===== src/rtl/cnn_result_buf.sv =====
// Result FIFO behind the cnn core: captures {data1_i, data2_i} on valid_i, drained one pair per rd_req rising edge.
// Define RESULT_BUF_CKSUM_EN to add cksum_o, a running 16-bit sum of every accepted pair.
module cnn_result_buf #(
  parameter int DW    = 8,
  parameter int DEPTH = 16,
  parameter int AW    = 4
) (
  input  logic          clk,
  input  logic          rst_n,
  input  logic          valid_i,
  input  logic [DW-1:0] data1_i,
  input  logic [DW-1:0] data2_i,
  input  logic          clr,
  input  logic          rd_req,
  output logic [DW-1:0] rd_data1_o,
  output logic [DW-1:0] rd_data2_o,
  output logic          rd_valid_o,
  output logic [AW:0]   count_o,
  output logic          full_o,
  output logic          empty_o,
`ifdef RESULT_BUF_CKSUM_EN
  output logic [15:0]   cksum_o,
`endif
  output logic          overflow_o
);

  localparam logic [AW:0] FULL_CNT = (AW+1)'(DEPTH);

  logic [2*DW-1:0] mem [DEPTH];

  logic [AW-1:0] wr_ptr_q, wr_ptr_d;
  logic [AW-1:0] rd_ptr_q, rd_ptr_d;
  logic [AW:0]   count_q, count_d;
  logic [DW-1:0] rd_data1_q, rd_data1_d;
  logic [DW-1:0] rd_data2_q, rd_data2_d;
  logic          rd_valid_q, rd_valid_d;
  logic          overflow_q, overflow_d;
  logic          rd_req_q, rd_req_d;
`ifdef RESULT_BUF_CKSUM_EN
  logic [15:0]   cksum_q, cksum_d;
`endif

  logic full, empty, pop_req, do_pop, do_push, mem_we;

  assign full  = (count_q == FULL_CNT);
  assign empty = (count_q == '0);

  always_comb begin
    // NOTE: every signal written here gets a default first, so no path can infer a latch.
    wr_ptr_d   = wr_ptr_q;
    rd_ptr_d   = rd_ptr_q;
    count_d    = count_q;
    rd_data1_d = rd_data1_q;
    rd_data2_d = rd_data2_q;
    rd_valid_d = 1'b0;
    overflow_d = overflow_q;
    rd_req_d   = rd_req;
`ifdef RESULT_BUF_CKSUM_EN
    cksum_d    = cksum_q;
`endif

    pop_req = rd_req & ~rd_req_q;
    do_pop  = pop_req & ~empty;
    // A pop in the same cycle frees a slot, so a full FIFO still accepts the push.
    do_push = valid_i & (~full | do_pop);
    mem_we  = do_push & ~clr;

    if (clr) begin
      wr_ptr_d   = '0;
      rd_ptr_d   = '0;
      count_d    = '0;
      rd_data1_d = '0;
      rd_data2_d = '0;
      overflow_d = 1'b0;
`ifdef RESULT_BUF_CKSUM_EN
      cksum_d    = '0;
`endif
    end else begin
      if (do_pop) begin
        {rd_data1_d, rd_data2_d} = mem[rd_ptr_q];
        rd_ptr_d   = rd_ptr_q + 1'b1;
        rd_valid_d = 1'b1;
      end
      if (do_push) begin
        wr_ptr_d = wr_ptr_q + 1'b1;
`ifdef RESULT_BUF_CKSUM_EN
        cksum_d  = cksum_q + 16'({data1_i, data2_i});
`endif
      end
      if (valid_i & ~do_push) overflow_d = 1'b1;
      case ({do_push, do_pop})
        2'b10:   count_d = count_q + 1'b1;
        2'b01:   count_d = count_q - 1'b1;
        default: count_d = count_q;
      endcase
    end
  end

  // NOTE: storage is deliberately left out of reset; pointers and count make stale entries unreachable.
  always_ff @(posedge clk) begin
    if (mem_we) mem[wr_ptr_q] <= {data1_i, data2_i};
  end

  always_ff @(posedge clk or negedge rst_n) begin
    // NOTE: non-blocking assignments so every flop samples pre-edge values.
    if (!rst_n) begin
      wr_ptr_q   <= '0;
      rd_ptr_q   <= '0;
      count_q    <= '0;
      rd_data1_q <= '0;
      rd_data2_q <= '0;
      rd_valid_q <= 1'b0;
      overflow_q <= 1'b0;
      rd_req_q   <= 1'b0;
`ifdef RESULT_BUF_CKSUM_EN
      cksum_q    <= '0;
`endif
    end else begin
      wr_ptr_q   <= wr_ptr_d;
      rd_ptr_q   <= rd_ptr_d;
      count_q    <= count_d;
      rd_data1_q <= rd_data1_d;
      rd_data2_q <= rd_data2_d;
      rd_valid_q <= rd_valid_d;
      overflow_q <= overflow_d;
      rd_req_q   <= rd_req_d;
`ifdef RESULT_BUF_CKSUM_EN
      cksum_q    <= cksum_d;
`endif
    end
  end

  assign rd_data1_o = rd_data1_q;
  assign rd_data2_o = rd_data2_q;
  assign rd_valid_o = rd_valid_q;
  assign count_o    = count_q;
  assign full_o     = full;
  assign empty_o    = empty;
  assign overflow_o = overflow_q;
`ifdef RESULT_BUF_CKSUM_EN
  assign cksum_o    = cksum_q;
`endif

endmodule


===== config.mk =====
export PLATFORM = sky130hd
export DESIGN_NAME = cnn_result_buf
export DESIGN_NICKNAME = d
export VERILOG_FILES = /design/src/rtl/cnn_result_buf.sv
export SDC_FILE = /design/constraint.sdc
export NUM_CORES = 1
export LEC_CHECK = 0
export ABC_AREA = 1
export CORE_MARGIN = 1
export CORE_UTILIZATION = 29
export CTS_CLUSTER_SIZE = 30
export DETAILED_ROUTE_END_ITERATION = 6
export MAX_ROUTING_LAYER = met4
export PLACE_DENSITY_LB_ADDON = 0.05
export SYNTH_ARGS = -nofsm -noshare
export SYNTH_HDL_FRONTEND = slang
export SYNTH_SLANG_ARGS = --single-unit

===== constraint.sdc =====
create_clock -name clk -period 6 [get_ports clk]
set_input_delay 0.6 -clock clk [delete_from_list [all_inputs] [get_ports clk]]
set_output_delay 0.6 -clock clk [all_outputs]
set_load 0.03 [all_outputs]

Yosys cells after proc, flatten, opt, wreduce, memory -nomap -nowiden --
Memories as Yosys holds them, arrays and structs flattened. Index checks and enable logic that the tools add are counted.
Word-level totals: bits in read-only memories 0, register bits after elaboration 32, output and inout bits 25, RAM bits 256, latch bits 0, word-level logic and storage cells 48, memories 1
Operators by class: bitwise logic cells 11, $mul 0, equality and inequality tests 3, divide/modulo/power cells 0, reduce and logical (&&, ||, !) cells 5, shift operators 0, $add $sub $neg 4, muxes and demuxes 16, order comparisons 0
Memories:
- mem | depth 16, width 16, rd ports 1, clocked after memory_dff 0, wr ports 1, line 29 | logic [2*DW-1:0] mem [DEPTH];
Operator list (number):
- two-way mux 8 bit | 4
- two-way mux 4 bit | 4
- one-hot mux 5 bit (2 select lines) | 1
- adder 4 x 1 -> 4 bit (second input constant) | 2
- two-way mux 1 bit | 6
- nonzero test 2 bit | 3
- adder 5 x 1 -> 5 bit (second input constant) | 1
- AND 1 bit | 5
- equality test 5 bit (second input constant) | 1
- logical NOT 5 bit | 1
- two-way mux 5 bit | 1
- inverter 1 bit | 5
- subtractor 5 x 1 -> 5 bit (second input constant) | 1
- nonzero test 3 bit | 1
- equality test 2 x 1 -> 1 bit (second input constant) | 1
- equality test 2 bit (second input constant) | 1
- OR 1 bit | 1

Depth between registers and ports, before layout --
Gate-level depths: netlist of run 1.
word-level depth 9, depth in mapped cells 13, depth with buffers taken out 13

Worst setup path after synthesis of run 1 --
No wires, ideal clock.
path kind input to register, from input clr, to memory mem[10][0] (netlist name) (enable), buffers on the path 2, stages 5, slack 3620 ps, arrival 1992 ps, cell sequence buf_2 -> inv_1 -> clkbuf_1 -> nand2_1 -> nor2_1
Between the ends: word-level cells in the longest chain between the ends 4
Ends and longest elaborated chain:
- start, declared | line 13 | input logic clr,
- inverter 1 bit | line 66 | mem_we = do_push & ~clr;
- AND 1 bit | line 66
- two-way mux 1 bit | line 101 | if (mem_we) mem[wr_ptr_q] <= {data1_i, data2_i};
- two-way mux 1 bit (not written as such) | line 101
- end, declared | line 29
No other way between the ends.

Final worst setup path of run 1 --
from register rd_ptr_q[0], to register rd_data1_q[2], in the netlist rd_data1_o[2]
Between the ends: word-level cells in the longest chain between the ends 3
Ends and longest elaborated chain:
- start, declared | line 32 | logic [AW-1:0] rd_ptr_q, rd_ptr_d;
- start signal, assigned | line 120 | rd_ptr_q <= rd_ptr_d;
- memory read (16 x 16 bit)
- two-way mux 8 bit | line 79 | if (do_pop) begin
- two-way mux 8 bit | line 68 | if (clr) begin
- end signal, assigned | line 122 | rd_data1_q <= rd_data1_d;
- end, declared | line 34 | logic [DW-1:0] rd_data1_q, rd_data1_d;
No other way between the ends. The select of a mux whose other input is x is not followed. A chain may end at the register's enable or synchronous reset.

==> results of run 1 <==
per-layer routing:
metal,vias up,track usage (%),part of all wire (%)
met5,-,-,0
met4,0,4.23,1.5
met3,37,2.68,3.2
met2,120,25.0,44
met1,3779,25.8,52
li1,3713,-,-
critical path: cells and delay by family (launching register included):
kind	cells	cell delay [ns]
simple gates	5	0.51
compound gates	1	0.25
flops	1	0.69
buf+inv	2	1.47
cell families after synthesis:
kind of cell	count (synthesis)	share of synthesized area, %
buffers and inverters	117	4.63
adder cells (fa/ha/maj)	9	0.997
flip-flops	288	70.5
AND/OR/NAND/NOR	582	20.0
XOR/XNOR	3	0.218
AO/OA/AOI/OAI	73	3.67
registers in the layout, indices dropped and copies added (netlist names):
name	cells
rd_valid_o	1
count_o	5
rd_ptr_q	4
rd_data1_o	8
wr_ptr_q	4
rd_data2_o	8
mem	256
overflow_o	1
rd_req_q	1
final cells by class:
| class | instances | area [µm²] |
|---|---|---|
| Timing Repair Buffer | 53 | 505 |
| Clock inverter | 20 | 173 |
| Multi-Input combinational cell | 667 | 3040 |
| Tap cell | 532 | 666 |
| Fill cell | 4128 | 26800 |
| Inverter | 65 | 248 |
| Clock buffer | 47 | 1010 |
| Sequential cell | 288 | 8490 |
| Antenna cell | 1 | 2.50 |
metrics by stage:
step	power, mW	std cells	setup slack, ns	area, µm²	utilization (%)
floorplan	2.58	1072	3.62	12000	-
global placement	2.78	1605	2.68	12900	31.6
global route	5.09	1672	2.62	14100	34.5
detailed placement	2.78	1605	2.66	12900	31.6
CTS	4.97	1672	2.81	14100	34.5
finish	4.89	1673	2.90	14100	34.5
cell usage in the layout, fill, tap and decap left out, drive strengths merged:
| cell type | synthesis | layout |
|---|---|---|
| nand2 | 363 | 363 |
| edfxtp | 256 | 256 |
| nand3 | 109 | 109 |
| nor2 | 98 | 98 |
| inv | 64 | 64 |
| clkbuf | 9 | 47 |
| clkdlybuf4s50 | 0 | 44 |
| dfrtp | 32 | 32 |
| o21ai | 30 | 30 |
| o211ai | 23 | 23 |
| a21oi | 18 | 18 |
| clkinv | 1 | 17 |
| nand3b | 10 | 10 |
| buf | 43 | 9 |
| ha | 8 | 8 |
| bufinv | 0 | 3 |
| xnor2 | 2 | 2 |
| nor3 | 2 | 2 |
| diode | 0 | 1 |
| xor2 | 1 | 1 |
| o31ai | 1 | 1 |
| a31oi | 1 | 1 |
| fa | 1 | 1 |
| clkinvlp | 0 | 1 |
how the worst min path moves through the flow:
| stage | startpoint | endpoint | cells after the start |
|---|---|---|---|
| after floorplan | rst_n | count_o[0] | 0 |
| after global placement | rd_data1_o[0] | rd_data1_o[0] | 2 |
| after detailed placement | rd_data1_o[3] | rd_data1_o[3] | 2 |
| after CTS | rst_n | count_o[4] | 1 |
| after global routing | rst_n | count_o[3] | 1 |
| final | rst_n | count_o[4] | 1 |
power by group through the flow:
stage	Combinational (mW)	Clock, mW	Sequential (mW)
5_1_grt	0.530	2.31	2.26
2_1_floorplan	0.267	0	2.31
3_3_place_gp	0.490	0	2.29
6_report	0.475	2.17	2.25
3_5_place_dp	0.489	0	2.29
4_1_cts	0.490	2.23	2.25
==> impl_metrics.yaml, run 1 <==
status:
  status: "finished clean"
global_routing:
  grtUsageTotal_pct: 17.5
  grt_pass1_wl_um: 51500
  grt_remaining_overflow: 0
  grt_pass1_vias: 7337
  antenna_found_initial: 1
  grt_max_degree: 81
pwr:
  clock_power_share_pct: 44.3
  swShare_pct: 25.0
  p_switching_mw: 1.22
  power_density_nw_per_um2: 346
  peakVddDrop_mv: 0.144
  sequentialPowerShare_pct: 46.0
  p_int_mw: 3.67
  p_comb_share_pct: 9.7
  power_leakage_nw: 5.31
worst_setup_path:
  r2r_start: "rd_ptr_q[0]"
  arrival_ns: 3.51
  crit_path_start: "rd_ptr_q[0]"
  cp_data_required_time_ns: 6.41
  crit_end: "rd_data1_o[2]"
  worstPathCellList: "clkinv_2 -> buf_4 -> o21ai_0 -> nand3_1 -> nand2_1 -> nand2_1 -> nand2_1 -> nand2_1"
  rr_endpoint: "rd_data1_o[2]"
  ff2ff_setup_slack_ns: 2.90
  worstRegToRegCells: 8
  max_stage_delay_ns: 0.89
  startpoint_type: "flop"
  crit_slowest_cell: "clkinv_2"
  crit_path_frequent_cell: "nand2_1"
  worstSetupEndpointType: "flop"
  cp_max_fo: 59
  critPathKind: "reg -> reg"
synth:
  synth-edff-count: 256
  seq_area_frac_synth_pct: 70.5
  syn_area_um2: 12000
  synth-seq-cells: 288
  syn_inst: 1072
  ys_types: 32
  yosysTopAreaCell: "edfxtp_1"
  synth_warnings: 0
  synth_area_leaders: "edfxtp_1 64%, nand2_1 11%, dfrtp_1 6.6%"
  async_flop_share_pct: 11.1
  synth.top_cell.area_share_pct: 63.8
  synth_commonest_cells: "361 x nand2_1, 256 x edfxtp_1, 106 x nand3_1"
  syn_area_per_cell_um2: 11.2
  synth.most_common_cell: "nand2_1"
  ys.flop_type: "edfxtp_1"
  syn-num-nets: 1102
clocking:
  cts-root-buf: "clkbuf_16"
  cts_buffers: 37
  hold_buffers: 0
  ctsResizeCount: 0
  path_clk_slew_ns: 0.06
  postCtsSetupBuffers: 0
  cts.sinks: 288
  htreeDepth: 2
  cts_tree: "built"
  cts_buffer_depth: 3
  clkLatencyLatePin_ns: 0.53
placed_design:
  finalWeightedCongestion: 0.774
  post-dp-hpwl_um: 20900
  port_buffers: 45
sta:
  fin_crit_ns: 3.10
  max_freq_mhz: 323
  setup_tns_ns: 0
  holdWs_ns: 0.154
  rsz0062_at_grt: "false"
  worst_pin_slew_ns: 1.14
  skew_ns: 0.0254
  timing_hold_violations_final: 0
  setup_viol: 0
  fin_crit_sh_pct: 51.6
  max-slew-margin-rel_pct: 24.0
  slew_viol_final: 0
floorplanning:
  dieHeight_um: 206
  core.rowCount: 74
  pin_count: 46
  start_util_pct: 29.4
  dieArea_um2: 42300
  core_area_um2: 40900
  dieWidth_um: 206
drt:
  dr.pass1.iters: 5
  antenna_left: 0
  dr_total_vias: 7649
  vias_per_cell: 4.57
  wl_per_cell_um: 20.8
  drc_errors: 0
  drt_iter0_markers: 425
  drt_wl_total_um: 34800
finish:
  final_nets: 1142
  drive_above_1_share_pct: 8.33
  area_growth_pct: 17.3
min_path:
  min_path_type: "in -> async"
flow_run:
  drv_cap: 0
No activity file was read; power rests on OpenSTA's default activity.
==> run 2, diff against run 1 <==
clock period = 2.6 ns   (was 6 ns; I/O delays follow)
==> run 2 against run 1 <==
Compared with the run above: critical path depth decreased by 4; final cell count increased by 2.5%; utilization increased by 0.94 points; via count increased by 1.1%.
==> impl_metrics.yaml, run 2 (synthesis gave the netlist of run 1 again) <==
status:
  status: "finished clean"
placed_design:
  post-dp-hpwl_um: 21700
  place_ws_ns: 0.271
  finalWeightedCongestion: 0.815
  place_area_um2: 13500
  port_buffers: 45
pwr:
  power_density_nw_per_um2: 747
  peakVddDrop_mv: 0.320
  power.total_mw: 10.8
  power_leakage_nw: 5.54
drt:
  dr_total_vias: 7733
  drt_iter0_markers: 411
  vias_per_cell: 4.51
  antenna_left: 0
  drt_wl_total_um: 34000
  drc_errors: 0
  dr.pass1.iters: 4
  wl_per_cell_um: 19.8
sta:
  setup_viol: 0
  rsz0062_at_grt: "false"
  skew_ns: 0.0101
  max_freq_mhz: 424
  max-slew-margin-rel_pct: 50.1
  fin_ws_ns: 0.240
  worst_pin_slew_ns: 0.746
  setup_tns_ns: 0
  timing_hold_violations_final: 0
  fin_crit_sh_pct: 90.8
  fin_crit_ns: 2.36
  slew_viol_final: 0
floorplanning:
  core_area_um2: 40900
  pin_count: 46
  core.rowCount: 74
  dieHeight_um: 206
  start_util_pct: 29.4
  dieArea_um2: 42300
  dieWidth_um: 206
finish:
  drive_above_1_share_pct: 11.5
  finalInstanceArea_um2: 14500
  utilization_pct: 35.5
  antennaDiodeCount: 0
  top_register: "mem"
  ff_latch_area_um2: 8490
  multi_input_area_um2: 3040
  largest_reg_flops: 256
  final_common_cell: "nand2_1"
  area_growth_pct: 20.5
  layout_common_cells: "361 x nand2_1, 256 x edfxtp_1, 106 x nand3_1"
  final_nets: 1191
  num-fill-cells: 4056
worst_setup_path:
  cp_data_required_time_ns: 2.34
  max_stage_delay_ns: 0.67
  worstSetupEndpointType: "primary output"
  cp_max_fo: 4
  worstPathCellList: "nor2_1 -> nand3_1 -> inv_1 -> clkdlybuf4s50_1"
  critPathKind: "reg -> out"
  startpoint_type: "flop"
  crit_slowest_cell: "clkdlybuf4s50_1"
  arrival_ns: 2.10
global_routing:
  grtUsageTotal_pct: 17.2
  grtUsageMet1_pct: 22.6
  grt_pass1_vias: 7665
  grt_pass1_wl_um: 51100
  grt_busiest_layer: "met2"
  use_met2_pct: 27.3
  met3_usage_pct: 2.55
  grt_remaining_overflow: 0
  grt_max_degree: 86
  antenna_found_initial: 0
flow_run:
  drv_cap: 0
clocking:
  clkLatencyLatePin_ns: 0.51
  path_clk_slew_ns: 0.05
  cts_tree: "built"
  htreeDepth: 2
  cts-root-buf: "clkbuf_16"
  cts_buffers: 36
  cts.sinks: 288
  cts_buffer_depth: 3
min_path:
  min_path_type: "in -> reg"
[run 2: critical path: cells and delay by family (launching register included)]
family                 cells  cell delay, ns
flip-flops                 1            0.41
AND/OR/NAND/NOR            2            0.40
buffers and inverters      2            0.78
[run 2: timing repair]
item	4_1_cts	5_1_grt
hold buffers	1	0
gates resized for setup	0	0
endpoints found under the hold margin	19	0
setup buffers	0	0
[run 2: final cells by class]
class | count | share of cell area [%]
inverter | 65 | 1.71
clock buffer | 51 | 6.88
timing repair buffer | 103 | 7.12
clock inverter | 9 | 0.276
multi-input combinational | 667 | 20.9
sequential | 288 | 58.5
tap | 532 | 4.59
[run 2: per-stage QoR]
step / cells / hold WS, ns
final: 1715 / 0.223
after global placement: 1654 / 0.264
after CTS: 1715 / 0.196
after detailed placement: 1654 / 0.263
after global routing: 1715 / 0.198
after floorplan: 1072 / -0.0356
[run 2: final timing paths]
| check | start | to | slack [ns] | cells after the start |
|---|---|---|---|---|
| worst max-delay path | count_o[1] | full_o | 0.24 | 4 |
| worst min-delay path | rd_req | rd_req_q | 0.22 | 1 |
| worst max register to register | count_o[1] | mem[7][6] | 0.47 | 7 |
| worst min register to register | rd_data1_o[2] | rd_data1_o[2] | 0.47 | 2 |
| min in group asynchronous | rst_n | rd_data2_o[6] | 0.25 | 2 |
| max in group asynchronous | rst_n | rd_data1_o[6] | 1.76 | 3 |
[run 2: report_power, final]
group | internal (mW) | total, mW | leakage, nW | switching, mW
clock network | 2.65 | 4.49 | 0.510 | 1.84
registers | 5.12 | 5.17 | 2.74 | 0.0471
logic | 0.366 | 1.19 | 2.29 | 0.822
[run 2: metal layers]
| metal | wire length, µm | part of all wire, % |
|---|---|---|
| met3 | 1060 | 3.1 |
| met2 | 16200 | 48 |
| met5 | 0 | 0 |
| met1 | 15800 | 46 |
| met4 | 948 | 2.8 |
==> run 3, diff against run 2 <==
MAX_ROUTING_LAYER = unset   (was met4)
==> run 3 against run 2 <==
Compared with the run above: die area did not move; sequential power is essentially flat; clock power hardly changed; utilization stayed put; non-clock buffer count stayed put; combinational power about the same; register-to-register slack is essentially flat; clock skew grew 0.00069 ns; critical path type unchanged; critical endpoint unchanged.
==> impl_metrics.yaml, run 3 (synthesis gave the netlist of run 1 again) <==
status:
  status: "finished clean"
finish:
  antennaDiodeCount: 0
  num-fill-cells: 4056
  top_register: "mem"
  area_growth_pct: 20.5
  layout_common_cells: "361 x nand2_1, 256 x edfxtp_1, 106 x nand3_1"
  multi_input_area_um2: 3040
  drive_above_1_share_pct: 11.5
  ff_latch_area_um2: 8490
  largest_reg_flops: 256
  final_nets: 1191
  final_common_cell: "nand2_1"
clocking:
  ctsResizeCount: 0
  cts-root-buf: "clkbuf_16"
  clkLatencyLatePin_ns: 0.51
  cts_buffer_depth: 3
  path_clk_slew_ns: 0.05
  htreeDepth: 2
  cts.sinks: 288
  cts_tree: "built"
  cts_buffers: 36
floorplanning:
  dieHeight_um: 206
  dieWidth_um: 206
  core_area_um2: 40900
  dieArea_um2: 42300
  core.rowCount: 74
  pin_count: 46
  start_util_pct: 29.4
drt:
  antenna_left: 0
  drt_wl_total_um: 34100
  drc_errors: 0
  drt_iter0_markers: 421
  vias_per_cell: 4.55
  wl_per_cell_um: 19.9
  dr_total_vias: 7795
  dr.pass1.iters: 4
worst_setup_path:
  crit_family: "buffers and inverters"
  arrival_ns: 2.10
  critPathKind: "reg -> out"
  cp_max_fo: 4
  startpoint_type: "flop"
  worstPathCellList: "nor2_1 -> nand3_1 -> inv_1 -> clkdlybuf4s50_1"
  worst-path-buf-inv: 2
  max_stage_delay_ns: 0.67
  crit_slowest_cell: "clkdlybuf4s50_1"
  cp_data_required_time_ns: 2.34
  worstSetupEndpointType: "primary output"
sta:
  holdWs_ns: 0.222
  fin_crit_sh_pct: 90.8
  fin_crit_ns: 2.36
  slew_viol_final: 0
  worst_pin_slew_ns: 0.736
  max-slew-margin-rel_pct: 50.8
  setup_viol: 0
  max_freq_mhz: 424
  timing_hold_violations_final: 0
  setup_tns_ns: 0
  skew_ns: 0.0108
  rsz0062_at_grt: "false"
pwr:
  p_int_mw: 8.14
  p_switching_mw: 2.71
  sequentialPowerShare_pct: 47.6
  p_comb_share_pct: 11.0
  swShare_pct: 25.0
  power_density_nw_per_um2: 747
  peakVddDrop_mv: 0.319
  clock_power_share_pct: 41.4
  power_leakage_nw: 5.54
flow_run:
  drv_cap: 0
global_routing:
  grt_pass1_wl_um: 51100
  grt_pass1_vias: 7655
  antenna_found_initial: 0
  grt_max_degree: 86
  grt_remaining_overflow: 0
  grtUsageTotal_pct: 16.7
min_path:
  min_path_type: "in -> reg"
placed_design:
  finalWeightedCongestion: 0.803
  port_buffers: 45
  post-dp-hpwl_um: 21700
[run 3: cell counts in the layout (fill, tap and decap cells not counted)]
No cell type changed its count.
[run 3: worst paths after layout]
kind / from / end / slack (ns) / cells past startpoint
max in group asynchronous: rst_n / rd_data1_o[6] / 1.76 / 3
hold / removal: rd_req / rd_req_q / 0.22 / 1
setup / recovery: count_o[1] / full_o / 0.24 / 4
hold reg to reg: rd_data1_o[2] / rd_data1_o[2] / 0.47 / 2
setup reg to reg: count_o[1] / mem[3][4] / 0.48 / 7
min in group asynchronous: rst_n / rd_data2_o[6] / 0.25 / 2
[run 3: area by class of cell]
type                       instances  share of cell area (%)
clock inverter                     9                   0.276
tap                              532                    4.59
timing repair buffer             103                    7.12
sequential                       288                    58.5
inverter                          65                    1.71
multi-input combinational        667                    20.9
clock buffer                      51                    6.88
[run 3: routing by layer]
metal	up-vias	GRT usage, %	routed length, µm
met1	3805	22.7	15800
met3	52	2.55	1060
met2	123	27.3	16300
met5	-	0	0
li1	3815	-	-
met4	0	5.67	941
[run 3: power groups by stage]
stage	combinational (mW)	clock, mW	sequential, mW
after floorplan	0.616	0	5.33
after global placement	1.23	0	5.26
after detailed placement	1.22	0	5.26
after CTS	1.23	4.66	5.17
after global routing	1.32	4.82	5.17
final	1.19	4.49	5.17
[run 3: repair_timing]
item	CTS	global route
hold buffers	1	0
setup buffers	0	0
endpoints found under the hold margin	19	0
[run 3: per-stage QoR]
stage	instances	power, mW	worst slack (ns)	utilization (%)	cell area (µm²)
finish	1715	10.8	0.240	35.5	14500
global route	1715	11.3	0.129	35.5	14500
CTS	1715	11.1	0.190	35.5	14500
detailed placement	1654	6.48	0.271	32.9	13500
global placement	1654	6.49	0.246	32.9	13500
floorplan	1072	5.95	0.372	-	12000
